## src/rtl/matrix_pkg.sv

```systemverilog
// -----------------------------------------------------------------------------
// matrix_pkg
// Shared definitions for the matrix result serializer.
//   N_ELEM         : number of result elements (3x3 matrix)
//   ELEM_W         : width of each result element
//   BYTES_PER_ELEM : bytes emitted per element (low byte first, zero padded)
//   FRAME_BYTES    : data bytes per frame
//   state_t        : serializer FSM states; CSUM exists only when
//                    MATRIX_SER_CHECKSUM_EN is defined
// -----------------------------------------------------------------------------
package matrix_pkg;

    localparam int N_ELEM         = 9;
    localparam int ELEM_W         = 18;
    localparam int BYTES_PER_ELEM = 3;
    localparam int FRAME_BYTES    = N_ELEM * BYTES_PER_ELEM;

`ifdef MATRIX_SER_CHECKSUM_EN
    typedef enum logic [1:0] {
        IDLE = 2'd0,
        SEND = 2'd1,
        CSUM = 2'd2
    } state_t;
`else
    typedef enum logic {
        IDLE = 1'b0,
        SEND = 1'b1
    } state_t;
`endif

endpackage

```

## src/rtl/matrix_result_serializer_elem_byte_mux.sv

```systemverilog
// -----------------------------------------------------------------------------
// elem_byte_mux
// Purely combinational byte selector: picks element elem_idx out of the packed
// frame and returns byte lane `lane` of it, zero padded above ELEM_W.
// Ports:
//   c_flat   : packed elements, element i at [i*ELEM_W +: ELEM_W]
//   elem_idx : element to select
//   lane     : byte lane within the element (0 = bits [7:0])
//   byte_out : selected 8-bit value
// -----------------------------------------------------------------------------
module elem_byte_mux
    import matrix_pkg::BYTES_PER_ELEM;
#(
    parameter int N_ELEM = 9,
    parameter int ELEM_W = 18,
    parameter int IDX_W  = $clog2(N_ELEM),
    parameter int LANE_W = $clog2(BYTES_PER_ELEM)
) (
    input  logic [N_ELEM*ELEM_W-1:0] c_flat,
    input  logic [IDX_W-1:0]         elem_idx,
    input  logic [LANE_W-1:0]        lane,
    output logic [7:0]               byte_out
);

    localparam int PAD_W = BYTES_PER_ELEM * 8;

    logic [ELEM_W-1:0] elem;
    logic [PAD_W-1:0]  padded;

    // NOTE: every output of a combinational block gets a default before any
    // conditional assignment, otherwise unmatched indices infer latches.
    always_comb begin
        elem = '0;
        for (int i = 0; i < N_ELEM; i++) begin
            if (elem_idx == IDX_W'(i)) elem = c_flat[i*ELEM_W +: ELEM_W];
        end

        // Zero-extension supplies the padding bits of the top lane.
        padded = PAD_W'(elem);

        byte_out = '0;
        for (int j = 0; j < BYTES_PER_ELEM; j++) begin
            if (lane == LANE_W'(j)) byte_out = padded[j*8 +: 8];
        end
    end

endmodule

```

## config.mk

```make
export PLATFORM = sky130hd
export DESIGN_NAME = elem_byte_mux
export DESIGN_NICKNAME = d
export VERILOG_FILES = /design/src/rtl/matrix_pkg.sv /design/src/rtl/matrix_result_serializer_elem_byte_mux.sv
export SDC_FILE = /design/constraint.sdc
export NUM_CORES = 1
export LEC_CHECK = 0
export ABC_AREA = 1
export ABC_CLOCK_PERIOD_IN_PS = 1800
export CELL_PAD_IN_SITES_DETAIL_PLACEMENT = 0
export CELL_PAD_IN_SITES_GLOBAL_PLACEMENT = 1
export CORE_MARGIN = 2
export CORE_UTILIZATION = 16
export DETAILED_ROUTE_END_ITERATION = 7
export PLACE_DENSITY_LB_ADDON = 0.25
export SYNTH_ARGS = -nofsm -noshare
export SYNTH_HDL_FRONTEND = slang
export SYNTH_SLANG_ARGS = --single-unit
```

## constraint.sdc

```tcl
create_clock -name vclk -period 1.8
set_clock_uncertainty 0.15 [all_clocks]
set_input_delay 0.27 -clock vclk [all_inputs]
set_output_delay 0.27 -clock vclk [all_outputs]
set_load 0.01 [all_outputs]
```

== After elaboration in Yosys (flattened, before gate mapping) ==
Index checks and enable logic that the tools add are counted.

* Flip-flop bits (word level): 0
* Output and inout bits: 8
* Word-level logic and storage cells: 24

* Eq/ne operators: 10
* Mux-type cells: 12
* Reduce and logical (&&, ||, !) cells: 2

{| class="wikitable"
|+ Operators by type and width
! kind !! count
|-
| 18-bit 2-to-1 mux || 9
|-
| 8-bit 2-to-1 mux || 3
|-
| 4-bit by 3-bit == test with 1-bit output, second input constant || 4
|-
| 4-bit by 2-bit == test with 1-bit output, second input constant || 2
|-
| 4-bit by 1-bit == test with 1-bit output, second input constant || 1
|-
| 4-bit == test, second input constant || 1
|-
| 4-bit zero test || 1
|-
| 2-bit by 1-bit == test with 1-bit output, second input constant || 1
|-
| 2-bit == test, second input constant || 1
|-
| 2-bit zero test || 1
|}

== Longest topological paths before layout ==
* Depth in word-level cells: 13
* Gate-level depth with buffers: 11
* Depth with buffers taken out: 11

== Worst setup path after synthesis ==
OpenSTA, ideal clock, no wires.

* Path kind: in2out
* From: in elem_idx[2]
* To: out byte_out[7]
* Arrival time: 1273 ps
* Path slack: 107 ps
* Cell stages on the path: 9
* Cells stage by stage: clkinv_1 nor2_2 nand2_1 inv_2 buf_4 nand2_1 nand4_1 nor2_1 a21oi_1

* Word-level cells in the longest chain between the ends: 13

{| class="wikitable"
|+ RTL lines
! what !! RTL line !! RTL
|-
| from (decl) || matrix_result_serializer_elem_byte_mux.sv:20 || <nowiki>input logic [IDX_W-1:0] elem_idx,</nowiki>
|-
| 4-bit zero test || matrix_result_serializer_elem_byte_mux.sv:35 || <nowiki>if (elem_idx == IDX_W'(i)) elem = c_flat[i*ELEM_W +: ELEM_W];</nowiki>
|-
| 18-bit 2-to-1 mux (8 in a row) || matrix_result_serializer_elem_byte_mux.sv:35 ||
|-
| 18-bit 2-to-1 mux * || matrix_result_serializer_elem_byte_mux.sv:35 ||
|-
| 8-bit 2-to-1 mux || matrix_result_serializer_elem_byte_mux.sv:43 || <nowiki>if (lane == LANE_W'(j)) byte_out = padded[j*8 +: 8];</nowiki>
|-
| 8-bit 2-to-1 mux * (2 in a row) || matrix_result_serializer_elem_byte_mux.sv:43 ||
|-
| to (decl) || matrix_result_serializer_elem_byte_mux.sv:22 || <nowiki>output logic [7:0] byte_out</nowiki>
|}

Mark *: on every way between the ends. The rest lies on a longest branch, timed or not.

== Worst setup path in the final report ==
* From: in elem_idx[3]
* To: out byte_out[7]

The elaborated chain is that of the path after synthesis.

==> flow_summary.yaml <==
power_and_ir_drop:
  p_switching_w: 0.0002981
  p_leak_nw: 2.087
  internal-power_w: 0.0005081
  seqPwrFrac_pct: 0
  power_frac_clock_pct: 0
  combPwrFrac_pct: 100.0
  p_sw_share_pct: 36.98
  cellPowerDensity_mw_per_mm2: 186.9
  power.total_w: 0.0008061
  ir_drop_mv: 0.08409
drt:
  wl_um: 9959
  wl_per_cell_um: 13.55
  detail-route-antenna-nets: 0
  vias: 3064
  vias_per_cell: 4.169
  drcViolationCount: 0
  drtIter0Drc: 99
  first_pass_iters: 4
yosys:
  synth_top_area_cell: "nand2_1"
  synth.most_common_cell: "nand2_1"
  synthTopCellsByArea: "nand2_1 (35%), nand3_1 (15%), inv_1 (14%)"
  synth_nets: 542
  yosys_warnings: 0
  synth_top_area_share_pct: 34.57
  ys_types: 21
  synth_common_cells: "nand2_1 (149), inv_1 (62), nand3_1 (47), nor2_1 (44), nand4_1 (25)"
  syn-cell-area_mm2: 0.001618
  yosysSeqAreaShare_pct: 0
  synth_cells: 374
  post_synth.cell_area_avg_um2: 4.326
global_route:
  grt_usage_pct: 17.51
  grt_pass1_vias: 3165
  antenna_found_initial: 0
  grt-ovfl-total: 0
  grt_max_degree: 13
  grt_pass1_wl_um: 15610
worst_setup_path:
  worst-path-buf-inv: 7
  cp_max_fo: 4
  arrival_ns: 1.62
  cp_cell_sequence: "buf_8 > buf_6 > inv_4 > nand2_4 > nor2_4 > buf_6 > buf_6 > nand2_1 > nand2_1 > inv_1 > nand2_1 > nand2_1 > nand4_1 > nor2_1 > a21oi_1 > buf_2"
  cp_top_family: "buffers and inverters"
  slowest_stage: "buf_2"
  critPathKind: "input port to primary output"
  crit_cells: 16
  worst_path_most_repeated_cell: "nand2_1"
  critical-path-max-stage-delay_ns: 0.16
  crit_start: "elem_idx[3]"
  end_kind: "primary output"
  required_ns: 1.38
  critPathLaunchType: "input port"
  cp-endpoint: "byte_out[7]"
die:
  start_util_pct: 16.55
  die_area_mm2: 0.01093
  die_w_um: 104.6
  coreArea_mm2: 0.009774
  die_h_um: 104.6
  row_count: 36
  io_pins: 176
timing:
  slew_headroom_pct: 84.97
  worstMarginPinSlew_ns: 0.2249
  hold_viol_final: 0
  fmax_ghz: 0.4890
  post-route-period-util_pct: 113.6
  fin_ws_ns: -0.2448
  fin_crit_ns: 2.045
  slew_viol_final: 0
  setup_viol: 8
  rsz0062_at_grt: "true"
hold_path:
  min_path_type: "input port to primary output"
place:
  place_congestion: 0.8568
  place_ws_ns: -1.084
  port_buffers: 176
  hpwlAfterDp_um: 8302
status:
  violations: "negative setup slack"
  outcome: "finished with violations"
cells_and_area:
  area.sequential_um2: 0
  seq_cells: 0
  diodes: 0
  area_growth_pct: 166.7
  drive_above_1_share_pct: 22.26
  clockBufferCount: 0
  layout.nets: 772
job:
  maxCapViolCount: 0
clock_network:
  cts_hold_buf: 0
[tightest hold or removal path, delay by kind of cell]
| kind | cells | cell delay [ns] |
|---|---|---|
| buffers and inverters | 2 | 0.20 |
| AND/OR/NAND/NOR | 7 | 0.48 |
[placed cells by master (no fill, tap or decap), drive strengths merged]
cell and instances:
clkdlybuf4s50 157, nand2 149, buf 78, inv 65, nand3 48, nor2 47, nand4 25, o21ai 15
dlygate4sd2 7, or2 5, clkinv 2, nor3 1, o22ai 1, o211ai 1, a21oi 1
[what timing repair did]
action,4_1_cts,5_1_grt
resized for setup,150,23
buffers inserted,22,6
setup endpoints to repair,8,8
pin swaps,58,32
endpoints found under the hold margin,0,0
[area by class of cell]
cell class	count	area [um2]
Timing Repair Buffer	242	2377
Fill cell	1058	5460
Tap cell	133	166.4
Multi-Input combinational cell	293	1488
Inverter	67	282.8
[power groups by stage]
| stage | Clock [W] | Combinational, W | Sequential (W) |
|---|---|---|---|
| floorplan | 0 | 0.000196 | 0 |
| global placement | 0 | 0.000711 | 0 |
| detailed placement | 0 | 0.000711 | 0 |
| CTS | 0 | 0.000790 | 0 |
| global route | 0 | 0.000874 | 0 |
| finish | 0 | 0.000806 | 0 |
[worst min path at each step]
stage,from,endpoint,slack [ns],cells past startpoint
finish,elem_idx[0],byte_out[2],1.08,9
global route,elem_idx[0],byte_out[2],1.13,9
CTS,elem_idx[0],byte_out[2],1.09,9
detailed placement,c_flat[156],byte_out[4],1.48,6
global placement,c_flat[156],byte_out[4],1.50,6
floorplan,lane[0],byte_out[7],0.54,2
[routing by layer]
metal	vias up	routed length (um)	global-route usage [%]	part of all wire (%)
li1	1624	-	-	-
met1	1336	4485	23.11	45
met2	96	4903	31.33	49
met3	8	439	1.934	4.4
met4	0	131	2.124	1.3
met5	-	0	0	0
[cell families after synthesis]
| family | synth area share (%) |
|---|---|
| and+or+nand+nor | 73.47 |
| buffers and inverters | 20.73 |
| AOI/OAI and AO/OA | 5.800 |
[per-stage QoR]
step	utilization [%]	cells	area (um2)	TNS, ns	hold WS [ns]
after floorplan	-	374	1618	0	0.5446
after global placement	38.70	708	3782	-8.470	1.498
after detailed placement	38.70	708	3782	-8.480	1.481
after CTS	43.05	730	4208	-1.475	1.089
after global routing	44.14	735	4314	-2.158	1.130
final	44.14	735	4314	-1.400	1.078
(Power assumes the default switching activity.)
